**src/rtl/ramoutput_write_arbiter_pkg.sv**
```systemverilog
// Shared types and GEMM output RAM geometry for the output write arbiter.
package ramoutput_write_arbiter_pkg;

  typedef enum logic [1:0] {
    ST_IDLE = 2'd0,
    ST_RUN  = 2'd1,
    ST_DONE = 2'd2
  } arb_state_e;

  localparam int GEMM_ADDR_W    = 6;
  localparam int GEMM_ACC_W     = 19;
  localparam int GEMM_OUT_DEPTH = 64;

  function automatic int wrap_inc(input int i, input int n);
    return (i + 1 >= n) ? 0 : i + 1;
  endfunction

endpackage

```
**src/rtl/ramoutput_write_arbiter_rr_pick2.sv**
```systemverilog
// Combinational round-robin picker: first valid requester from ptr_i, plus a
// second one whose address differs from the first (unless only one write remains).
module rr_pick2 #(
  parameter int NUM_REQ = 4,
  parameter int ADDR_W  = 6,
  parameter int IDX_W   = $clog2(NUM_REQ)
) (
  input  logic [NUM_REQ-1:0]        valid_i,
  input  logic [IDX_W-1:0]          ptr_i,
  input  logic [NUM_REQ*ADDR_W-1:0] addr_i,
  input  logic                      last_one_i,
  output logic [IDX_W-1:0]          g1_idx_o,
  output logic                      g1_vld_o,
  output logic [IDX_W-1:0]          g2_idx_o,
  output logic                      g2_vld_o
);

  logic [ADDR_W-1:0] addr_a [NUM_REQ];

  for (genvar i = 0; i < NUM_REQ; i++) begin : g_unpack
    assign addr_a[i] = addr_i[i*ADDR_W +: ADDR_W];
  end

  logic [IDX_W:0]    sum;
  logic [IDX_W-1:0]  idx;
  logic [ADDR_W-1:0] g1_addr;

  always_comb begin
    g1_idx_o = '0;
    g1_vld_o = 1'b0;
    g2_idx_o = '0;
    g2_vld_o = 1'b0;
    g1_addr  = '0;
    sum      = '0;
    idx      = '0;
    for (int k = 0; k < NUM_REQ; k++) begin
      sum = {1'b0, ptr_i} + (IDX_W+1)'(k);
      if (sum >= (IDX_W+1)'(NUM_REQ)) sum = sum - (IDX_W+1)'(NUM_REQ);
      idx = sum[IDX_W-1:0];
      if (valid_i[idx]) begin
        if (!g1_vld_o) begin
          g1_vld_o = 1'b1;
          g1_idx_o = idx;
          g1_addr  = addr_a[idx];
        end else if (!g2_vld_o && !last_one_i && (addr_a[idx] != g1_addr)) begin
          // same-address requester is passed over and simply retries later
          g2_vld_o = 1'b1;
          g2_idx_o = idx;
        end
      end
    end
  end

endmodule

```
**src/rtl/ramoutput_write_arbiter.sv**
```systemverilog
// Shares the dual-write-port GEMM output RAM between NUM_REQ producers,
// committing up to two writes per cycle and counting writes per matrix.
//   state | meaning
//   IDLE  | waiting for start after reset
//   RUN   | granting and committing writes
//   DONE  | TOTAL_WRITES stored, waiting for next start
module ramoutput_write_arbiter
  import ramoutput_write_arbiter_pkg::*;
#(
  parameter int NUM_REQ      = 4,
  parameter int ADDR_W       = GEMM_ADDR_W,
  parameter int DATA_W       = GEMM_ACC_W,
  parameter int TOTAL_WRITES = GEMM_OUT_DEPTH
) (
  input  logic                      clk,
  input  logic                      rst,
  input  logic                      start,
  input  logic [NUM_REQ-1:0]        req_valid,
  output logic [NUM_REQ-1:0]        req_ready,
  input  logic [NUM_REQ*ADDR_W-1:0] req_addr,
  input  logic [NUM_REQ*DATA_W-1:0] req_data,
  output logic                      write_enable,
  output logic [ADDR_W-1:0]         addr_1,
  output logic [ADDR_W-1:0]         addr_2,
  output logic signed [DATA_W-1:0]  mdi_1,
  output logic signed [DATA_W-1:0]  mdi_2,
  output logic                      busy,
  output logic                      done,
  output logic [ADDR_W:0]           write_count
);

  localparam int IDX_W = $clog2(NUM_REQ);
  localparam int CNT_W = ADDR_W + 1;

  arb_state_e               state_q;
  logic [IDX_W-1:0]         rr_ptr_q;
  logic [CNT_W-1:0]         count_q;
  logic                     we_q;
  logic [ADDR_W-1:0]        addr_1_q, addr_2_q;
  logic signed [DATA_W-1:0] mdi_1_q, mdi_2_q;
  logic                     busy_q, done_q;

  logic [ADDR_W-1:0]        addr_a [NUM_REQ];
  logic signed [DATA_W-1:0] data_a [NUM_REQ];

  for (genvar i = 0; i < NUM_REQ; i++) begin : g_unpack
    assign addr_a[i] = req_addr[i*ADDR_W +: ADDR_W];
    assign data_a[i] = req_data[i*DATA_W +: DATA_W];
  end

  logic [NUM_REQ-1:0] pick_valid;
  logic               last_one;
  logic [IDX_W-1:0]   g1_idx, g2_idx, last_idx;
  logic               g1_vld, g2_vld;
  logic [CNT_W-1:0]   count_d;

  // grants only exist in RUN, which keeps req_ready low everywhere else
  assign pick_valid = (state_q == ST_RUN) ? req_valid : '0;
  assign last_one   = ((CNT_W'(TOTAL_WRITES) - count_q) == CNT_W'(1));

  rr_pick2 #(
    .NUM_REQ (NUM_REQ),
    .ADDR_W  (ADDR_W),
    .IDX_W   (IDX_W)
  ) u_pick (
    .valid_i    (pick_valid),
    .ptr_i      (rr_ptr_q),
    .addr_i     (req_addr),
    .last_one_i (last_one),
    .g1_idx_o   (g1_idx),
    .g1_vld_o   (g1_vld),
    .g2_idx_o   (g2_idx),
    .g2_vld_o   (g2_vld)
  );

  always_comb begin
    req_ready = '0;
    if (g1_vld) req_ready[g1_idx] = 1'b1;
    if (g2_vld) req_ready[g2_idx] = 1'b1;
  end

  assign last_idx = g2_vld ? g2_idx : g1_idx;
  assign count_d  = count_q + CNT_W'(g1_vld) + CNT_W'(g2_vld);

  always_ff @(posedge clk or posedge rst) begin
    if (rst) begin
      state_q  <= ST_IDLE;
      rr_ptr_q <= '0;
      count_q  <= '0;
      we_q     <= 1'b0;
      addr_1_q <= '0;
      addr_2_q <= '0;
      mdi_1_q  <= '0;
      mdi_2_q  <= '0;
      busy_q   <= 1'b0;
      done_q   <= 1'b0;
    end else begin
      we_q <= 1'b0;
      case (state_q)
        ST_IDLE, ST_DONE: begin
          if (start) begin
            state_q <= ST_RUN;
            count_q <= '0;
            busy_q  <= 1'b1;
            done_q  <= 1'b0;
          end
        end
        ST_RUN: begin
          if (g1_vld) begin
            we_q     <= 1'b1;
            addr_1_q <= addr_a[g1_idx];
            mdi_1_q  <= data_a[g1_idx];
            // single grant mirrors port 1 so the shared strobe writes one location
            addr_2_q <= g2_vld ? addr_a[g2_idx] : addr_a[g1_idx];
            mdi_2_q  <= g2_vld ? data_a[g2_idx] : data_a[g1_idx];
            count_q  <= count_d;
            rr_ptr_q <= IDX_W'(wrap_inc(int'(last_idx), NUM_REQ));
            if (count_d == CNT_W'(TOTAL_WRITES)) begin
              state_q <= ST_DONE;
              busy_q  <= 1'b0;
              done_q  <= 1'b1;
            end
          end
        end
        default: begin
          state_q <= ST_IDLE;
          busy_q  <= 1'b0;
          done_q  <= 1'b0;
        end
      endcase
    end
  end

  assign write_enable = we_q;
  assign addr_1       = addr_1_q;
  assign addr_2       = addr_2_q;
  assign mdi_1        = mdi_1_q;
  assign mdi_2        = mdi_2_q;
  assign busy         = busy_q;
  assign done         = done_q;
  assign write_count  = count_q;

endmodule

```
**config.mk**
```make
export PLATFORM = sky130hd
export DESIGN_NAME = ramoutput_write_arbiter
export DESIGN_NICKNAME = d
export VERILOG_FILES = /design/src/rtl/ramoutput_write_arbiter_pkg.sv /design/src/rtl/ramoutput_write_arbiter_rr_pick2.sv /design/src/rtl/ramoutput_write_arbiter.sv
export SDC_FILE = /design/constraint.sdc
export NUM_CORES = 1
export LEC_CHECK = 0
export ABC_AREA = 1
export CORE_ASPECT_RATIO = 1.5
export CORE_MARGIN = 4
export CORE_UTILIZATION = 40
export CTS_CLUSTER_SIZE = 25
export DETAILED_ROUTE_END_ITERATION = 16
export GPL_ROUTABILITY_DRIVEN = 1
export PLACE_DENSITY_LB_ADDON = 0.25
export SKIP_CTS_REPAIR_TIMING = 1
export SYNTH_ARGS = -nofsm -noshare
export SYNTH_HDL_FRONTEND = slang
export SYNTH_HIERARCHICAL = 1
export SYNTH_SLANG_ARGS = --single-unit
```
**constraint.sdc**
```tcl
create_clock -name clk -period 4.8 [get_ports clk]
set_input_delay 0.96 -clock clk [delete_from_list [all_inputs] [get_ports clk]]
set_output_delay 0.96 -clock clk [all_outputs]
set_load 0.01 [all_outputs]
```
==> key figures <==
STA
  – Slew headroom: 31.5%
  – Clock tree skew after final layout: 0.00717 ns
  – Final number of max-transition violations: 0
  – Number of hold-slack violations in the final timing report: 0
  – Endpoints failing setup: 0
  – Clock period minus worst slack: 4.62 ns
  – Worst hold slack after final layout: 0.473 ns
  – Highest attainable clock frequency: 216 MHz
  – Final Cycle Share: 96.3%
  – Pin slew with the least headroom to its limit: 1.03 ns

Drt
  – Final ANT Viol Nets: 0
  – Met1 Routed Length: 8140 µm
  – Total routed wirelength: 22,200 µm
  – Sum of met2 wire segment lengths after detailed routing: 11,700 µm
  – Count of routing violations after the opening detailed-route iteration: 415
  – Detailed-router iteration count before antenna repair: 6
  – DRC violations left: 0
  – Vias: 7,469
  – Avg WL per Cell: 15.8 µm
  – Via/cell ratio: 5.30
  – Highest signal layer in the routed design: met4
  – Detailed-routed wire length on met3: 1610 µm

CTS
  – CTS H-tree lvls: 3
  – Worst-Skew Late Latency: 0.33 ns
  – Reg clk slew, reported paths: 0.05 ns
  – Buffer depth of the longest clock path: 2
  – Sinks on Clock Net: 63
  – CTS tree: done
  – CTS Buf Count: 9
  – CTS Root Buffer Type: clkbuf_16

Die
  – Die area: 17,400 µm²
  – Vertical die dimension: 160 µm
  – Initial core utilization: 40.7%
  – Die X: 109 µm
  – Ports: 171
  – Std-Cell Core Area: 15,100 µm²
  – Row count: 55

Global route
  – Initial antenna violation count: 0
  – Maximum number of pins on one net before global-route repair: 53
  – Global-route wire length before repair: 35,100 µm
  – Aggregate global-route resource usage: 25.3%
  – Congestion Overflow GR: 0
  – Via count of the first global-routing pass: 7,112

Flow run
  – MaxCap Viol Count: 0

Worst setup path
  – Critical Path AT: 3.66 ns
  – Worst Path Class, Setup: input port to primary output
  – Endpoint kind of the worst setup timing path: primary output
  – Startpoint Class: input port
  – CP required: 3.84 ns
  – Critical path fanouts, max: 3

Finish
  – Final #Nets: 1,315
  – Antenna diode count: 0
  – Final cell utilization of the core: 59.3%
  – Synthesis-to-finish area growth: 45.6%
  – Share of layout cells above drive strength 1: 19.3%

Min path
  – Hold/Removal Path Class: register to register

Synthesis
  – Dominant cell by count in the synthesized netlist: nand2_1
  – Area of the mapped netlist: 6140 µm²
  – Mapped Nets: 1,094
  – Yosys Warn Count: 6
  – Dominant register cell in the synthesized netlist: dfrtp_1
  – Gate count of the mapped netlist: 984
  – Count of flip-flops with a built-in enable after synthesis: 0
  – Mean post-synth cell area: 6.24 µm²
  – Number of synthesized register bits: 63
  – Top cells by count, synth: nand2_1 (446), inv_1 (74), dfrtp_1 (63)
  – Seq/Total Area, Yosys: 25.7%
  – Yosys top cell by area: nand2_1
  – FFs w/ async S/R, synth: 100%
  – Netlist cell types: 43
  – Top cells by area in the synthesized netlist: nand2_1 (27%), dfrtp_1 (26%), nand3_1 (4.8%)
  – Top cell type's share of synthesized area: 27.3%

Run status
  – Status: finished clean

Placement
  – HPWL after detailed placement: 16,500 µm
  – Number of buffers inserted by port buffering: 170
  – Final weighted congestion in routability-driven placement: 0.962
-- cells in the final DEF (no fill, tap or decap), types with 7 or more instances in the layout --
| master | count |
|---|---|
| buf_4 | 81 |
| a22oi_1 | 9 |
| clkdlybuf4s50_1 | 160 |
| clkbuf_16 | 9 |
| a22oi_2 | 9 |
| nand2_4 | 13 |
| nand3_2 | 17 |
| nor2_1 | 41 |
| dlymetal6s2s_1 | 7 |
| nand3_1 | 54 |
| o21ai_1 | 8 |
| a21oi_1 | 11 |
| nand4_1 | 25 |
| nand2_2 | 32 |
| inv_1 | 72 |
| nand4_2 | 10 |
| nor3_1 | 17 |
| o21ai_0 | 22 |
| o22ai_1 | 22 |
| inv_2 | 10 |
| nand2_1 | 436 |
| dfrtp_1 | 63 |
| nor2_4 | 9 |
-- through the flow --
stage                     area [µm²]  std cells  TNS [ns]  setup WS, ns
after CTS                       8700       1403     -1.71        -0.464
final                           8940       1409         0         0.179
after floorplan                 6140        984         0         0.580
after detailed placement        8410       1387     -1.60        -0.431
after global routing            8940       1409   -0.0935       -0.0291
after global placement          8410       1387     -1.50        -0.393
-- layout make-up --
| cell class | count | area [µm²] |
|---|---|---|
| Clock inverter | 4 | 45.0 |
| Timing Repair Buffer | 257 | 2430 |
| Fill cell | 1436 | 6130 |
| Clock buffer | 12 | 246 |
| Tap cell | 199 | 249 |
| Sequential cell | 63 | 1580 |
| Inverter | 86 | 332 |
| Multi-Input combinational cell | 788 | 4060 |
-- path summary, 6_finish.rpt --
| path | from | to | slack (ns) | cells past startpoint |
|---|---|---|---|---|
| max | req_addr[23] | req_ready[3] | 0.18 | 21 |
| min | mdi_1[18]$_DFFE_PP0P_ | mdi_1[18]$_DFFE_PP0P_ | 0.47 | 2 |
| max reg2reg | state_q[1]$_DFFE_PP0P_ | busy$_DFFE_PP0P_ | 0.67 | 30 |
| min reg2reg | mdi_1[18]$_DFFE_PP0P_ | mdi_1[18]$_DFFE_PP0P_ | 0.47 | 2 |
| max in group asynchronous | rst | state_q[0]$_DFFE_PP0P_ | 2.77 | 3 |
| min in group asynchronous | rst | mdi_2[8]$_DFFE_PP0P_ | 1.21 | 2 |
-- layer usage --
layer  up-vias  GRT usage (%)
met3        59           5.66
met1      3482           27.5
met2       307           45.6
li1       3621              -
met5         -              0
met4         0           11.0
-- flip-flops by register name, summed over array words and instances, names as in the netlist --
name / flops
mdi_1: 19
rr_ptr_q: 2
write_enable: 1
busy: 1
mdi_2: 19
addr_1: 6
addr_2: 6
write_count: 7
state_q: 2
-- worst max-delay path: stages --
cell and delay [ns]:
clkdlybuf4s50_1 0.52, inv_1 0.10, nand2_2 0.08, nand3_2 0.07
nand2_1 0.11, nand2_2 0.08, nand2_1 0.07, nand2_2 0.08
nor2_1 0.14, nand3_2 0.12, a21oi_2 0.18, nand3_2 0.09
nand2_1 0.09, nand2_2 0.10, nand2_2 0.11, nand2_2 0.07
a21oi_4 0.20, buf_6 0.14, nand2_4 0.05, o22ai_2 0.18
buf_6 0.13
-- cell families after synthesis --
| kind of cell | synth area share [%] |
|---|---|
| buffers and inverters | 11.0 |
| XOR/XNOR | 0.285 |
| AND/OR/NAND/NOR | 50.9 |
| flip-flops | 25.7 |
| adder cells (fa/ha/maj) | 0.734 |
| AO/OA/AOI/OAI | 11.5 |
Power is left out: the tool's default activity adds up to more than one toggle a clock period on the data nets, which glitch-free logic cannot reach.
